**src/rtl/ring_shift_left_rx_pkg.sv**
```systemverilog
// Shared defaults and FSM state encoding for the ring shift register / serial receiver.
package ring_shift_left_rx_pkg;

  localparam int WIDTH_DEF = 6;
  localparam int CNTW_DEF  = 3;

  typedef enum logic [1:0] {
    IDLE = 2'd0,
    RECV = 2'd1,
    DONE = 2'd2
  } state_t;

endpackage

```
**src/rtl/dff_ar.sv**
```systemverilog
// Single register bit: D flip-flop with asynchronous active-low clear and synchronous enable.
module dff_ar (
  input  logic clk,
  input  logic clear_n,
  input  logic en,
  input  logic d,
  output logic q
);

  always_ff @(posedge clk or negedge clear_n) begin
    if (!clear_n)
      q <= 1'b0;
    else if (en)
      q <= d;
  end

endmodule

```
**src/rtl/ring_shift_left_rx.sv**
```systemverilog
// Left-shifting register that either rotates in place or receives a serial word MSB-first,
// pulsing word_valid for one cycle when a full word has been collected.
module ring_shift_left_rx
  import ring_shift_left_rx_pkg::*;
#(
  parameter int WIDTH = WIDTH_DEF,
  parameter int CNTW  = CNTW_DEF
) (
  input  logic             clk,
  input  logic             clear_n,
  input  logic             preset,
  input  logic             load,
  input  logic [WIDTH-1:0] load_data,
  input  logic             shift_en,
  input  logic             rotate,
  input  logic             serial_in,
  output logic [WIDTH-1:0] q,
  output logic             serial_out,
  output logic             word_valid,
  output logic [CNTW-1:0]  bit_count
);

  localparam logic [CNTW-1:0] LAST = CNTW'(WIDTH - 1);

  state_t          state, state_next;
  logic [CNTW-1:0] cnt_next;
  logic [WIDTH-1:0] q_d;
  logic            q_en;

  assign serial_out = q[WIDTH-1];
  assign q_en       = preset | load | shift_en;

  // Bit-select: what each register bit takes when enabled, in priority order.
  always_comb begin
    q_d = q;
    if (preset)
      q_d = '1;
    else if (load)
      q_d = load_data;
    else if (rotate)
      q_d = {q[WIDTH-2:0], q[WIDTH-1]};
    else
      q_d = {q[WIDTH-2:0], serial_in};
  end

  for (genvar i = 0; i < WIDTH; i++) begin : g_bit
    dff_ar u_bit (
      .clk     (clk),
      .clear_n (clear_n),
      .en      (q_en),
      .d       (q_d[i]),
      .q       (q[i])
    );
  end

  always_ff @(posedge clk or negedge clear_n) begin
    if (!clear_n) begin
      state      <= IDLE;
      bit_count  <= '0;
      word_valid <= 1'b0;
    end else begin
      state      <= state_next;
      bit_count  <= cnt_next;
      word_valid <= (state_next == DONE);
    end
  end

  // DONE is a single-cycle state: anything other than another receive shift drops back to IDLE.
  always_comb begin
    state_next = state;
    cnt_next   = bit_count;
    if (preset || load) begin
      state_next = IDLE;
      cnt_next   = '0;
    end else if (shift_en && !rotate) begin
      cnt_next   = (bit_count == LAST) ? '0 : bit_count + CNTW'(1);
      state_next = (state == RECV && bit_count == LAST) ? DONE : RECV;
    end else if (state == DONE) begin
      state_next = IDLE;
    end
  end

endmodule

```
**config.mk**
```make
export PLATFORM = sky130hd
export DESIGN_NAME = ring_shift_left_rx
export DESIGN_NICKNAME = d
export VERILOG_FILES = /design/src/rtl/ring_shift_left_rx_pkg.sv /design/src/rtl/dff_ar.sv /design/src/rtl/ring_shift_left_rx.sv
export SDC_FILE = /design/constraint.sdc
export NUM_CORES = 1
export LEC_CHECK = 0
export CORE_UTILIZATION = 26
export CTS_BUF_LIST = sky130_fd_sc_hd__clkbuf_4
export CTS_CLUSTER_DIAMETER = 120
export DETAILED_ROUTE_END_ITERATION = 6
export PLACE_DENSITY = 0.49
export SKIP_CTS_REPAIR_TIMING = 1
export SYNTH_ARGS = -nofsm -noshare
export SYNTH_HDL_FRONTEND = slang
export SYNTH_SLANG_ARGS = --single-unit
```
**constraint.sdc**
```tcl
create_clock -name clk -period 1.5 [get_ports clk]
set_input_delay 0.225 -clock clk [delete_from_list [all_inputs] [get_ports clk]]
set_output_delay 0.225 -clock clk [all_outputs]
set_load 0.02 [all_outputs]
```
### Word level (Yosys, flattened, before mapping)

Cells that the tools add are included.

* eq/ne operators: 4
* mux-type cells: 10
* $add $sub $neg: 1
* reduce and logical (&&, ||, !) cells: 5
* bitwise logic cells: 2

Operator list (count)
* 6-bit 2-to-1 mux: 2
* 3-bit 2-to-1 mux: 3
* 2-bit 2-to-1 mux: 4
* 2-bit equality test, second input constant: 2
* 3-bit by 1-bit adder with 3-bit output, second input constant: 1
* 3-bit equality test, second input constant: 1
* 2-bit by 1-bit equality test with 1-bit output, second input constant: 1
* 1-bit logical AND: 2
* 1-bit OR: 2
* 2-bit nonzero test: 1
* 1-bit zero test: 1
* 1-bit logical OR: 1
* 1-bit 2-to-1 mux: 1

* logic and storage cells: 31
* input port bits: 13
* output and inout bits: 11
* flip-flop bits (word level): 12

### Longest topological paths before layout

Gate-level depths: netlist of run 1.

* word-level depth: 6
* depth in mapped cells: 4
* mapped depth without buffers: 3

### By module

A second synthesis of run 1 with hierarchy kept.

* cell total of the unflattened synthesis: 53
* area, all modules: 640.6 um^2

Modules (own cells, without submodules)
* ring_shift_left_rx: times used 1, cells each 41, area an instance 400.4 um^2
* dff_ar: times used 6, cells each 2, area an instance 40.0 um^2

### Least setup slack after synthesis of run 1

No wires, ideal clock.

* path kind: register -> register
* start: register bit_count[0]
* end: register bit_count[2]
* setup slack: 0.315 ns
* stages on the path, launching flop included: 4
* arrival: 1.112 ns
* required time: 1.427 ns
* clock period less this slack: 1.185 ns
* cell sequence: dfrtp_1 -> nand3b_4 -> or3b_1 -> a21oi_2

* longest elaborated chain between the ends: 4

Ends and longest elaborated chain
* from (decl): RTL line ring_shift_left_rx.sv:20 `output logic [CNTW-1:0] bit_count`
* from (signal assigned): RTL line ring_shift_left_rx.sv:63 `bit_count <= cnt_next;`
* 3-bit by 1-bit adder with 3-bit output / 3-bit equality test (equally long branches): RTL line ring_shift_left_rx.sv:76 `cnt_next = (bit_count == LAST) ? '0 : bit_count + CNTW'(1);`
* 3-bit 2-to-1 mux *: RTL line ring_shift_left_rx.sv:76
* 3-bit 2-to-1 mux *: RTL line ring_shift_left_rx.sv:75 `end else if (shift_en && !rotate) begin`
* 3-bit 2-to-1 mux *: RTL line ring_shift_left_rx.sv:72 `if (preset || load) begin`

Every way passes the cells marked *; elsewhere a longest branch is shown, timed or not. The select of a mux whose other input is x is not followed.
A chain may end at the register's enable or synchronous reset.

### Final worst setup path of run 1

* start: register word_valid
* end: output port word_valid

RTL lines
* from (decl): RTL line ring_shift_left_rx.sv:19 `output logic word_valid,`
* from (signal assigned): RTL line ring_shift_left_rx.sv:64 `word_valid <= (state_next == DONE);`

No word-level cell between the ends.

==> results.json, run 1 <==
{
  "slew_headroom": 0.8325,
  "diodes": 0,
  "crit_family": "buffers and inverters",
  "cp_max_fo": 1,
  "ys_warn_count": 0,
  "die_area_um2": 2766,
  "ios": 24,
  "clk_latency_ns": 0.27,
  "cts_buffers": 3,
  "syn-num-nets": 71,
  "avgViaCountPerCell": 4.491,
  "place.gp.congestion": 0.6637,
  "rsz0062_at_grt": "no",
  "wl_per_cell_um": 12.06,
  "cts.sinks": 12,
  "grt.total_usage": 0.1109,
  "multi_input_area_um2": 294.0,
  "hold_path.class": "input pin to async pin",
  "hold_viol": 0,
  "drive_gt1_frac": 0.2000,
  "final-setup-viol-count": 0,
  "path_clk_slew_ns": 0.07,
  "layout_common_cells": "13 x clkdlybuf4s50_1, 12 x dfrtp_1, 10 x dlymetal6s2s_1, 6 x mux2i_1",
  "fin_worst_skew_ns": 0.0003415,
  "crit_type": "flip-flop to output port",
  "yosysSeqAreaShare": 0.4511,
  "drc": 0,
  "worstMarginPinSlew_ns": 0.2479,
  "grt_max_degree": 13,
  "outcome": "complete, no violations",
  "grt_first_pass_wirelength_mm": 2.104,
  "grt_pass1_vias": 469,
  "drv_cap": 0,
  "ir_drop_mv": 0.4299,
  "syn_to_final_growth_pct": 41.92,
  "wl_mm": 1.303,
  "fillCellCount": 220,
  "cp-end-kind": "output port",
  "final_util": 0.4074,
  "htreeDepth": 1,
  "synthSimpleGateAreaFrac": 0.2011,
  "p_total_w": 0.0006906,
  "holdWs_ns": 0.2448,
  "crit_buf_inv": 1,
  "worst_ep_arrival_time_ns": 1.19,
  "start_util": 0.2871,
  "dpl_cell_area_um2": 897.1,
  "antenna_found_initial": 0,
  "core_area_um2": 2318,
  "antenna_left": 0,
  "slew_violations": 0,
  "placementRows": 17,
  "num_vias": 485,
  "dp_hpwl_um": 982.5,
  "die_w_um": 52.60,
  "fin_crit_sh": 0.9429,
  "firstDrtPassIters": 3,
  "final_common_cell": "clkdlybuf4s50_1",
  "cpPeakStageDelay_ns": 0.59,
  "cts_tree": "yes",
  "yosysUniqueCellTypes": 23,
  "synth_top_family_by_area": "simple AND/OR/NAND/NOR gates",
  "reg2reg_depth": 3,
  "leakage_nw": 0.4528,
  "synth_fa_ha_area_frac": 0,
  "synth-xor-area-share": 0.01316,
  "root_buffer": "clkbuf_4",
  "avgSynthCellArea_um2": 11.48,
  "synth_edf_count": 0,
  "async_flop_share": 1.000,
  "port_buffers": 23,
  "powerDensity_nw_per_um2": 731.0,
  "critical_path_cell_count": 1,
  "post-route-min-period_ns": 1.414,
  "muxShareOfSynthArea": 0.1748,
  "critPathSlowestCell": "clkdlybuf4s50_1",
  "ys_ff_latch": 12,
  "drtIter0Drc": 2,
  "syn_inst": 58,
  "clockBufferDepth": 2,
  "critPathLaunchType": "flip-flop",
  "gr-total-overflow": 0,
  "regArea_um2": 300.3,
  "synthFlopType": "dfrtp_1",
  "finalNetCount": 95,
  "synth_compound_area_frac": 0.05263,
  "die_h_um": 52.60,
  "fin_area_um2": 944.7,
  "path_cells": "clkdlybuf4s50_1",
  "clock.fmax_ghz": 0.7070,
  "cp.required_ns": 1.27,
  "syn_area_um2": 665.6
}
report_power, final:
group / internal, W / switching [W]
sequential: 0.000336 / 0.00000880
clock: 0.0000930 / 0.000107
combinational: 0.0000847 / 0.0000617
total: 0.000513 / 0.000177
metrics by stage:
step,setup slack [ns],setup TNS [ns],cells
4_1_cts,-0.04518,-0.1591,108
2_1_floorplan,0.3149,0,58
5_1_grt,0.03629,0,108
3_3_place_gp,-0.01657,-0.05195,105
6_report,0.08567,0,108
3_5_place_dp,-0.03722,-0.1418,105
path summary, 6_finish.rpt:
| kind | start | to | slack, ns |
|---|---|---|---|
| max | word_valid | word_valid | 0.09 |
| min | clear_n | state[1] | 0.24 |
| max reg2reg | bit_count[1] | state[0] | 0.37 |
| min reg2reg | state[1] | state[1] | 0.58 |
| max in group asynchronous | clear_n | bit_count[2] | 1.10 |
| min in group clk | load_data[5] | g_bit[5].u_bit.q | 0.55 |
synthesized netlist by cell type (2+ instances only):
cell type	instances	share of area
dfrtp_1	12	0.45
buf_4	6	0.068
mux2i_1	6	0.090
mux2_2	5	0.085
nand2b_1	5	0.047
nor2_1	4	0.023
a21oi_1	2	0.015
buf_6	2	0.034
nand2_1	2	0.011
layout make-up:
class                           instances  area share
Clock buffer                            3     0.02384
Tap cell                               28     0.03709
Multi-Input combinational cell         37      0.3113
Timing Repair Buffer                   28      0.3099
Sequential cell                        12      0.3179
cell families (layout without fill, tap and decap cells):
kind of cell | count (synthesis) | in the layout
buf+inv | 9 | 31
compound gates | 5 | 5
flops | 12 | 12
simple gates | 20 | 20
xor+xnor | 1 | 1
mux | 11 | 11
metal layers:
| metal | track usage | part of all wire | vias up |
|---|---|---|---|
| met4 | 0.03947 | 0.0061 | 0 |
| met2 | 0.1730 | 0.46 | 21 |
| met5 | 0 | 0 | - |
| li1 | - | - | 237 |
| met1 | 0.1193 | 0.45 | 225 |
| met3 | 0.07246 | 0.090 | 2 |
sequential cells by signal (all words and copies together), names as in the netlist:
register,flops
g_bit.u_bit.q,6
bit_count,3
state,2
word_valid,1
(Power assumes the default switching activity.)
==> run 2, diff against run 1 <==
--- a/config.mk
+++ b/config.mk
@@ -5,6 +5,7 @@
 export SDC_FILE = /design/constraint.sdc
 export NUM_CORES = 1
 export LEC_CHECK = 0
+export ABC_AREA = 1
 export CORE_UTILIZATION = 26
 export CTS_BUF_LIST = sky130_fd_sc_hd__clkbuf_4
 export CTS_CLUSTER_DIAMETER = 120
==> results.json, run 2 <==
{
  "avgSynthCellArea_um2": 8.792,
  "placementRows": 17,
  "final-setup-viol-count": 0,
  "path_clk_slew_ns": 0.08,
  "critPathSlowestCell": "clkdlybuf4s50_1",
  "outcome": "complete, no violations",
  "cts.sinks": 12,
  "hold_path.class": "input pin to async pin",
  "cp-end-kind": "output port",
  "switching_share": 0.2807,
  "clkPwrFrac": 0.293,
  "die_w_um": 52.36,
  "drv_cap": 0,
  "num_vias": 553,
  "wl_mm": 1.436,
  "drtIter0Drc": 6,
  "layout_common_cells": "14 x clkdlybuf4s50_1, 12 x dfrtp_1, 9 x nand2_1, 9 x nor2_1, 9 x dlymetal6s2s_1",
  "core_area_um2": 2297,
  "clockBufferDepth": 2,
  "dp_hpwl_mm": 1.145,
  "tns_ns": 0,
  "final_common_cell": "clkdlybuf4s50_1",
  "yosysSeqAreaShare": 0.4554,
  "crit_type": "flip-flop to output port",
  "grt_max_degree": 13,
  "start_util": 0.2870,
  "slew_violations": 0,
  "yosysMostFrequentCell": "dfrtp_1",
  "firstDrtPassIters": 4,
  "reg2reg_depth": 5,
  "place.gp.congestion": 0.7902,
  "top_regs": "g_bit.u_bit.q: 6 flops, bit_count: 3 flops, state: 2 flops",
  "finalNetCount": 111,
  "clk_latency_ns": 0.27,
  "post-route-min-period_ns": 1.455,
  "critPathLaunchType": "flip-flop",
  "hold_viol": 0,
  "die_area_um2": 2742,
  "gr-total-overflow": 0,
  "antenna_found_initial": 0,
  "drc": 0,
  "cts_tree": "yes",
  "p_sw_w": 0.0001992,
  "htreeDepth": 1,
  "die_h_um": 52.36,
  "largest_register_ffs": 6,
  "worstMarginPinSlew_ns": 0.2755,
  "async_flop_share": 1.000,
  "diodes": 0,
  "rsz0062_at_grt": "no",
  "cp_max_fo": 2,
  "r2r_slack_ns": 0.49,
  "crit_family": "buffers and inverters",
  "root_buffer": "clkbuf_4",
  "fin_crit_sh": 0.9698,
  "fin_worst_skew_ns": 0.006418,
  "crit_buf_inv": 1,
  "synthTopCellsByArea": "dfrtp_1 46%, buf_4 6.8%, a21oi_1 6.1%",
  "synth_edf_count": 0,
  "grt.total_usage": 0.1266,
  "ys_warn_count": 0,
  "slew_headroom": 0.8157,
  "cp.required_ns": 1.27,
  "avgViaCountPerCell": 4.424,
  "syn_inst": 75,
  "syn-num-nets": 88,
  "p_int_w": 0.0005105,
  "grt_pass1_vias": 534,
  "yosysTopAreaCell": "dfrtp_1",
  "power_frac_comb": 0.214,
  "synthFlopType": "dfrtp_1",
  "ios": 24,
  "seqPwrFrac": 0.493,
  "drive_gt1_frac": 0.1237,
  "synth_commonest_cells": "12 x dfrtp_1, 9 x nand2_1, 9 x nor2_1, 8 x a21oi_1, 8 x inv_1",
  "syn_to_final_growth_pct": 41.37,
  "regToRegEndpoint": "state[1]",
  "grt_first_pass_wirelength_mm": 2.449,
  "port_buffers": 23,
  "syn_area_um2": 659.4,
  "powerDensity_nw_per_um2": 761.4,
  "ir_drop_mv": 0.5246,
  "wl_per_cell_um": 11.49,
  "cpPeakStageDelay_ns": 0.60,
  "final_util": 0.4058,
  "yosysUniqueCellTypes": 21,
  "leakage_nw": 0.4483,
  "crit-reg2reg-launch": "bit_count[1]",
  "antenna_left": 0,
  "regMostFlops": "g_bit.u_bit.q",
  "cts_buffers": 3,
  "worst_ep_arrival_time_ns": 1.23,
  "fin_area_um2": 932.1,
  "synth_top_area_frac": 0.4554,
  "path_cells": "clkdlybuf4s50_1",
  "dpl_cell_area_um2": 883.3,
  "ys_ff_latch": 12,
  "clock.fmax_ghz": 0.6874
}
-- run 2: worst max-delay path by stage --
stage	start	end	slack (ns)	cells past startpoint
5_1_grt	bit_count[1]	bit_count[1]	0.008	1
4_1_cts	bit_count[0]	bit_count[0]	-0.07	1
3_5_place_dp	load	g_bit[5].u_bit.q	0.02	6
2_1_floorplan	bit_count[1]	word_valid	0.48	5
6_report	bit_count[1]	bit_count[1]	0.05	1
3_3_place_gp	load	g_bit[2].u_bit.q	0.05	4
-- run 2: final cells by class --
cell class | count | area (um^2)
clock buffer | 3 | 22.52
clock inverter | 1 | 3.754
timing repair buffer | 25 | 267.8
tap | 28 | 35.03
inverter | 10 | 40.04
fill | 237 | 1365
multi-input combinational | 46 | 262.8
sequential | 12 | 300.3
-- run 2: per-stage QoR --
stage / total power (W) / cells / hold WS [ns] / setup WS (ns)
final: 0.0007098 / 125 / 0.2380 / 0.04532
after global routing: 0.0007538 / 125 / 0.2701 / 0.008005
after CTS: 0.0007256 / 125 / 0.2399 / -0.07105
after detailed placement: 0.0005132 / 121 / 0.5435 / 0.02315
after global placement: 0.0005123 / 121 / 0.5434 / 0.04936
after floorplan: 0.0004441 / 75 / -0.07059 / 0.4849
-- run 2: cells by family (layout without fill, tap and decap cells) --
group | count (synthesis) | in the layout | synth area share
AOI/OAI and AO/OA | 15 | 15 | 0.1309
muxes | 4 | 4 | 0.06072
DFF | 12 | 12 | 0.4554
and+or+nand+nor | 27 | 27 | 0.2068
buffers and inverters | 17 | 39 | 0.1461
-- run 2: layer usage --
| metal | share of wire | track usage | vias to the layer above | wire length (um) |
|---|---|---|---|---|
| li1 | - | - | 284 | - |
| met1 | 0.45 | 0.1548 | 249 | 648 |
| met2 | 0.47 | 0.1941 | 18 | 671 |
| met3 | 0.062 | 0.05217 | 2 | 89 |
| met4 | 0.019 | 0.05263 | 0 | 27 |
| met5 | 0 | 0 | - | 0 |
-- run 2: power groups by stage --
stage / sequential (W) / clock [W] / combinational [W]
floorplan: 0.000358 / 0 / 0.0000861
global placement: 0.000356 / 0 / 0.000156
detailed placement: 0.000357 / 0 / 0.000156
CTS: 0.000350 / 0.000218 / 0.000157
global route: 0.000352 / 0.000233 / 0.000168
finish: 0.000350 / 0.000208 / 0.000152
